**config.mk**
```make
export PLATFORM = sky130hd
export DESIGN_NAME = alu_cmd_sequencer
export DESIGN_NICKNAME = d
export VERILOG_FILES = /design/src/rtl/alu_pkg.sv /design/src/rtl/alu_rsp_select.sv /design/src/rtl/alu_cmd_sequencer.sv
export SDC_FILE = /design/constraint.sdc
export NUM_CORES = 1
export LEC_CHECK = 0
export CORE_AREA = 2 2 101 103
export DETAILED_ROUTE_END_ITERATION = 8
export DIE_AREA = 0 0 103 105
export GPL_ROUTABILITY_DRIVEN = 0
export GPL_TIMING_DRIVEN = 0
export PLACE_DENSITY = 0.9
export SLEW_MARGIN = 20
export SYNTH_ARGS = -nofsm -noshare
export SYNTH_HDL_FRONTEND = slang
export SYNTH_SLANG_ARGS = --single-unit
```
**constraint.sdc**
```tcl
create_clock -name CLK -period 4.5 [get_ports CLK]
set_input_delay 0.45 -clock CLK [delete_from_list [all_inputs] [get_ports CLK]]
set_output_delay 0.45 -clock CLK [all_outputs]
set_load 0.1 [all_outputs]
```
**src/rtl/alu_pkg.sv**
```systemverilog
// Shared encodings for the ALU command sequencer: opcode classes, function codes
// and the sequencer state type.
package alu_pkg;

    localparam logic [1:0] CLS_ARITH = 2'b00;
    localparam logic [1:0] CLS_LOGIC = 2'b01;
    localparam logic [1:0] CLS_CMP   = 2'b10;
    localparam logic [1:0] CLS_SHIFT = 2'b11;

    localparam logic [3:0] OP_ADD   = 4'b0000;
    localparam logic [3:0] OP_SUB   = 4'b0001;
    localparam logic [3:0] OP_MUL   = 4'b0010;
    localparam logic [3:0] OP_DIV   = 4'b0011;
    localparam logic [3:0] OP_AND   = 4'b0100;
    localparam logic [3:0] OP_OR    = 4'b0101;
    localparam logic [3:0] OP_NAND  = 4'b0110;
    localparam logic [3:0] OP_NOR   = 4'b0111;
    localparam logic [3:0] OP_CNOP  = 4'b1000;
    localparam logic [3:0] OP_EQ    = 4'b1001;
    localparam logic [3:0] OP_GT    = 4'b1010;
    localparam logic [3:0] OP_LT    = 4'b1011;
    localparam logic [3:0] OP_SHR_A = 4'b1100;
    localparam logic [3:0] OP_SHL_A = 4'b1101;
    localparam logic [3:0] OP_SHR_B = 4'b1110;
    localparam logic [3:0] OP_SHL_B = 4'b1111;

    typedef enum logic [1:0] {
        ST_IDLE = 2'd0,
        ST_WAIT = 2'd1,
        ST_RESP = 2'd2
    } seq_state_t;

endpackage

```
**src/rtl/alu_rsp_select.sv**
```systemverilog
// Picks the ALU result bus for the latched opcode class, zero-extends it, and
// flags any disagreement between the class and the one-hot ALU class flags.
module alu_rsp_select
    import alu_pkg::*;
#(
    parameter int OP_DATA_WIDTH = 16
) (
    input  logic [1:0]                 i_class,
    input  logic [2*OP_DATA_WIDTH-1:0] i_arith,
    input  logic                       i_carry,
    input  logic                       i_arith_flag,
    input  logic [OP_DATA_WIDTH-1:0]   i_logic,
    input  logic                       i_logic_flag,
    input  logic [2:0]                 i_cmp,
    input  logic                       i_cmp_flag,
    input  logic [OP_DATA_WIDTH-1:0]   i_shift,
    input  logic                       i_shift_flag,
    output logic [2*OP_DATA_WIDTH-1:0] o_data,
    output logic                       o_carry,
    output logic                       o_flag_err
);

    logic [3:0] w_exp_flags;
    logic [3:0] w_flags;

    assign w_flags = {i_shift_flag, i_cmp_flag, i_logic_flag, i_arith_flag};

    always_comb begin
        o_data      = '0;
        o_carry     = 1'b0;
        w_exp_flags = 4'b0000;
        case (i_class)
            CLS_ARITH: begin
                o_data      = i_arith;
                o_carry     = i_carry;
                w_exp_flags = 4'b0001;
            end
            CLS_LOGIC: begin
                o_data      = {{OP_DATA_WIDTH{1'b0}}, i_logic};
                w_exp_flags = 4'b0010;
            end
            CLS_CMP: begin
                o_data      = {{(2*OP_DATA_WIDTH-3){1'b0}}, i_cmp};
                w_exp_flags = 4'b0100;
            end
            default: begin
                o_data      = {{OP_DATA_WIDTH{1'b0}}, i_shift};
                w_exp_flags = 4'b1000;
            end
        endcase
    end

    // Missing own flag and any stray flag both show up as an inequality.
    assign o_flag_err = (w_flags != w_exp_flags);

endmodule

```
**src/rtl/alu_cmd_sequencer.sv**
```systemverilog
// Issues one ALU operation per command handshake, waits out the ALU pipeline,
// and returns a single tagged result on the response handshake.
module alu_cmd_sequencer
    import alu_pkg::*;
#(
    parameter int OP_DATA_WIDTH = 16,
    parameter int ALU_LAT       = 1,
    parameter int CNT_WIDTH     = 16
) (
    input  logic                       CLK,
    input  logic                       RST,
    input  logic                       CMD_VALID,
    output logic                       CMD_READY,
    input  logic [3:0]                 CMD_FUN,
    input  logic [OP_DATA_WIDTH-1:0]   CMD_A,
    input  logic [OP_DATA_WIDTH-1:0]   CMD_B,
    output logic [OP_DATA_WIDTH-1:0]   ALU_A,
    output logic [OP_DATA_WIDTH-1:0]   ALU_B,
    output logic [3:0]                 ALU_FUN,
    input  logic [2*OP_DATA_WIDTH-1:0] Arith_OUT,
    input  logic                       Carry_OUT,
    input  logic                       Arith_Flag,
    input  logic [OP_DATA_WIDTH-1:0]   Logic_OUT,
    input  logic                       Logic_Flag,
    input  logic [2:0]                 CMP_OUT,
    input  logic                       CMP_Flag,
    input  logic [OP_DATA_WIDTH-1:0]   Shift_OUT,
    input  logic                       Shift_Flag,
    output logic                       RSP_VALID,
    input  logic                       RSP_READY,
    output logic [2*OP_DATA_WIDTH-1:0] RSP_DATA,
    output logic                       RSP_CARRY,
    output logic [1:0]                 RSP_CLASS,
    output logic                       RSP_ERR,
    output logic [CNT_WIDTH-1:0]       OP_CNT,
    output seq_state_t                 DBG_STATE
);

    // Handshakes: a transfer happens on a rising edge where valid and ready are
    // both high; valid never depends combinationally on ready.
    localparam logic [2:0] LAT_CNT = 3'(ALU_LAT);

    seq_state_t                 r_state;
    seq_state_t                 w_next_state;
    logic [2:0]                 r_wait_cnt;
    logic [OP_DATA_WIDTH-1:0]   r_alu_a;
    logic [OP_DATA_WIDTH-1:0]   r_alu_b;
    logic [3:0]                 r_alu_fun;
    logic [1:0]                 r_class;
    logic                       r_div0;
    logic [2*OP_DATA_WIDTH-1:0] r_rsp_data;
    logic                       r_rsp_carry;
    logic                       r_rsp_err;
    logic [CNT_WIDTH-1:0]       r_op_cnt;

    logic                       w_accept;
    logic                       w_capture;
    logic                       w_rsp_done;
    logic [2*OP_DATA_WIDTH-1:0] w_sel_data;
    logic                       w_sel_carry;
    logic                       w_flag_err;

    always_ff @(posedge CLK or negedge RST) begin
        if (!RST) r_state <= ST_IDLE;
        else      r_state <= w_next_state;
    end

    // The count runs ALU_LAT..0 so capture lands ALU_LAT+1 edges after acceptance,
    // one edge after the registered ALU output has settled.
    always_comb begin
        w_next_state = r_state;
        w_accept     = 1'b0;
        w_capture    = 1'b0;
        w_rsp_done   = 1'b0;
        case (r_state)
            ST_IDLE: begin
                w_accept = CMD_VALID;
                if (CMD_VALID) w_next_state = ST_WAIT;
            end
            ST_WAIT: begin
                w_capture = (r_wait_cnt == 3'd0);
                if (r_wait_cnt == 3'd0) w_next_state = ST_RESP;
            end
            ST_RESP: begin
                w_rsp_done = RSP_READY;
                if (RSP_READY) w_next_state = ST_IDLE;
            end
            default: w_next_state = ST_IDLE;
        endcase
    end

    always_ff @(posedge CLK or negedge RST) begin
        if (!RST) begin
            r_wait_cnt  <= 3'd0;
            r_alu_a     <= '0;
            r_alu_b     <= '0;
            r_alu_fun   <= 4'd0;
            r_class     <= 2'd0;
            r_div0      <= 1'b0;
            r_rsp_data  <= '0;
            r_rsp_carry <= 1'b0;
            r_rsp_err   <= 1'b0;
            r_op_cnt    <= '0;
        end else begin
            if (w_accept) begin
                r_alu_a    <= CMD_A;
                r_alu_b    <= CMD_B;
                r_alu_fun  <= CMD_FUN;
                r_class    <= CMD_FUN[3:2];
                r_div0     <= (CMD_FUN == OP_DIV) && (CMD_B == '0);
                r_wait_cnt <= LAT_CNT;
            end else if (r_state == ST_WAIT && r_wait_cnt != 3'd0) begin
                r_wait_cnt <= r_wait_cnt - 3'd1;
            end
            if (w_capture) begin
                r_rsp_data  <= r_div0 ? '0 : w_sel_data;
                r_rsp_carry <= w_sel_carry;
                r_rsp_err   <= w_flag_err | r_div0;
            end
            if (w_rsp_done) r_op_cnt <= r_op_cnt + 1'b1;
        end
    end

    alu_rsp_select #(
        .OP_DATA_WIDTH(OP_DATA_WIDTH)
    ) u_rsp_select (
        .i_class     (r_class),
        .i_arith     (Arith_OUT),
        .i_carry     (Carry_OUT),
        .i_arith_flag(Arith_Flag),
        .i_logic     (Logic_OUT),
        .i_logic_flag(Logic_Flag),
        .i_cmp       (CMP_OUT),
        .i_cmp_flag  (CMP_Flag),
        .i_shift     (Shift_OUT),
        .i_shift_flag(Shift_Flag),
        .o_data      (w_sel_data),
        .o_carry     (w_sel_carry),
        .o_flag_err  (w_flag_err)
    );

    assign CMD_READY = (r_state == ST_IDLE);
    assign RSP_VALID = (r_state == ST_RESP);
    assign ALU_A     = r_alu_a;
    assign ALU_B     = r_alu_b;
    assign ALU_FUN   = r_alu_fun;
    assign RSP_DATA  = r_rsp_data;
    assign RSP_CARRY = r_rsp_carry;
    assign RSP_CLASS = r_class;
    assign RSP_ERR   = r_rsp_err;
    assign OP_CNT    = r_op_cnt;
    assign DBG_STATE = r_state;

endmodule

```
==> impl_metrics.py <==
metrics = {
    "floorplan": {
        "ioPinCount": 204,
        "dieWidth_um": 103,
        "dieHeight_um": 105,
        "start_util_pct": 42.2,
        "die_area_um2": 10800,
        "rows": 36,
        "coreArea_um2": 9640,
    },
    "cells_and_area": {
        "area_delta_synth_final_pct": 59.6,
        "diodes": 0,
        "layout-drive-gt1-share_pct": 11.9,
        "fillerInstances": 736,
        "nets": 646,
    },
    "worst_setup_path": {
        "path_delay_family": "buffers and inverters",
        "cp_slowest_cell": "clkdlybuf4s50_1",
        "cp.required_ns": 4.05,
        "worstSetupStartpoint": "DBG_STATE[0]",
        "startpoint_type": "flop",
        "slowest_delay_ns": 1.14,
        "worst_r2r_startpoint": "r_wait_cnt[0]",
        "arrival_ns": 2.41,
        "path_max_fanout": 9,
        "r2r_end": "RSP_DATA[30]",
        "path_cells": "buf_2 > nand2b_1 > inv_1 > clkdlybuf4s50_1",
        "crit_buf_inv": 3,
        "critPathCaptureType": "primary output",
        "rrSetupSlack_ns": 2.45,
        "rr_worst_depth": 7,
        "critPathKind": "flop to primary output",
    },
    "global_routing": {
        "grt_util_all_layers_pct": 21.5,
        "grt_pass1_vias": 3703,
        "grt_pass1_wl_um": 18100,
        "grt_antenna_before_repair": 0,
        "grt_remaining_overflow": 0,
        "grt_max_degree": 55,
    },
    "run_status": {
        "status": "completed",
    },
    "timing": {
        "fin_crit_ns": 2.86,
        "setup_slack_ns": 1.64,
        "finalClockSkew_ns": 0.00803,
        "timing.setup.tns_ns": 0,
        "fmax_mhz": 349,
        "final-setup-viol-count": 0,
        "period_share_pct": 63.6,
        "timing.slew.headroom_pct": 31.6,
        "slew_viol_final": 0,
        "tightest_slew_ns": 1.02,
        "timing_hold_violations_final": 0,
        "grt_setup_unrepaired": "no",
    },
    "logic_synthesis": {
        "netlist_instances": 316,
        "synth_flop_cell": "dfrtp_1",
        "async_reset_ff_share_pct": 100,
        "syn-num-nets": 431,
        "synthTopCellsByArea": "dfrtp_1 (57%), a22o_1 (7.3%), mux2_2 (5.5%)",
        "synth.avg_cell_area_um2": 12.9,
        "seq_area_frac_synth_pct": 56.6,
        "synth_seq_cells": 92,
        "synth_area_um2": 4070,
        "synth.distinct_cells": 40,
        "netlist.area_leader.share_pct": 56.6,
        "ys_warn_count": 0,
        "yosysTopAreaCell": "dfrtp_1",
        "synth_edf_count": 0,
    },
    "route": {
        "wl_per_cell_um": 17.1,
        "postRouteWirelength_um": 11400,
        "vias": 3434,
        "drtAntennaViolNets": 0,
        "vias_per_cell": 5.13,
        "drc_errors": 0,
        "drtIter0Drc": 86,
        "dr.pass1.iters": 4,
    },
    "placed_design": {
        "io_buffer_count": 203,
        "dp.final_hpwl_um": 8840,
        "pre_cts_ws_ns": 2.02,
    },
    "clock_network": {
        "ctsHoldBuffers": 0,
        "htree_levels": 3,
        "post-cts-setup-buffer-count": 0,
        "cts_root_buf": "clkbuf_8",
        "clock-sinks": 92,
        "cts_buffers": 9,
        "clk_latency_ns": 0.35,
        "clock_path_buffers": 2,
        "cts_tree": "built",
        "cts_resized": 0,
        "clk_pin_slew_ns": 0.09,
    },
    "run": {
        "cap_violations": 0,
    },
    "worst_hold_path": {
        "hold_path.class": "input port to async pin",
    },
}
[final cells by class]
class | count | area (um2) | area share, %
clock buffers | 10 | 138 | 2.12
inverters | 10 | 37.5 | 0.578
repair buffers | 204 | 2060 | 31.7
plain buffers | 19 | 116 | 1.79
multi-input cells | 195 | 1610 | 24.8
flip-flops and latches | 92 | 2300 | 35.5
clock inverters | 6 | 61.3 | 0.945
well taps | 133 | 166 | 2.56
[cell families after synthesis]
| family | count (synthesis) | synth area share [%] |
|---|---|---|
| DFF | 92 | 56.6 |
| AOI/OAI and AO/OA | 61 | 11.0 |
| and+or+nand+nor | 61 | 8.89 |
| muxes | 55 | 15.6 |
| buffers and inverters | 29 | 3.78 |
| xor gates and xnor gates | 15 | 3.23 |
| adders and majority gates | 3 | 0.923 |
[sequential cells by signal (all words and copies together), names as in the netlist]
| signal | count |
|---|---|
| DBG_STATE | 2 |
| r_wait_cnt | 3 |
| ALU_FUN | 4 |
| ALU_B | 16 |
| RSP_DATA | 32 |
| OP_CNT | 16 |
| r_div0 | 1 |
| RSP_ERR | 1 |
| RSP_CARRY | 1 |
| ALU_A | 16 |
[synth_stat cells (all sizes together) (2+ instances only)]
cell / n
mux4: 3
nand3: 3
dfrtp: 92
o21ai: 22
and3: 3
nand4: 8
mux2i: 14
clkbuf: 3
nand2: 19
nor4: 6
and2: 3
nor2: 8
buf: 16
nor3: 2
or3: 3
ha: 3
a22o: 34
inv: 10
xor2: 6
mux2: 38
xnor2: 9
[worst reg2reg max path, stage by stage, from the launching register on]
cell      delay, ns
dfrtp_1        0.39
inv_1          0.10
ha_1           0.15
ha_1           0.21
nand3b_1       0.16
nor4_4         0.48
buf_2          0.33
a22o_1         0.17
[stage by stage]
step                      cell area, um2  hold slack, ns  utilization, %  std cells
after floorplan                     4070           0.154               -        316
final                               6490          0.0577            67.3        669
after global routing                6490          0.0813            67.3        669
after CTS                           6490          0.0638            67.3        669
after detailed placement            6290           0.459            65.3        653
after global placement              6270           0.464            65.0        652
[how the worst max path moves through the flow]
stage	slack, ns	end	depth (start not counted)
2_1_floorplan	1.13	ALU_A[0]	6
3_3_place_gp	-0.21	ALU_A[10]	1
3_5_place_dp	2.02	RSP_VALID	4
4_1_cts	1.61	RSP_VALID	4
5_1_grt	1.54	RSP_VALID	4
6_report	1.64	RSP_VALID	4
[layer usage]
metal	wire length (um)	vias to the layer above	track usage (%)
met4	341	0	7.99
met3	998	30	7.96
met1	4390	1668	25.2
li1	-	1573	-
met5	0	-	0
met2	5720	163	35.7
[cell usage in the layout (no fill, tap or decap), drive strengths merged, types with 2 or more instances in the layout]
cell / netlist / routed
clkbuf: 3 / 13
nand2: 19 / 19
nor4: 6 / 6
ha: 3 / 3
xor2: 6 / 6
mux4: 3 / 3
and2: 3 / 3
nand3: 3 / 3
mux2i: 14 / 14
nor2: 8 / 8
dfrtp: 92 / 92
xnor2: 9 / 9
o21ai: 22 / 22
buf: 16 / 18
clkinv: 0 / 3
clkdlybuf4s50: 0 / 202
mux2: 38 / 38
nand4: 8 / 8
a22o: 34 / 34
and3: 3 / 3
nor3: 2 / 2
inv: 10 / 11
or3: 3 / 3
Power is left out: the tool's default activity adds up to more than one toggle a clock period on the data nets, which glitch-free logic cannot reach.
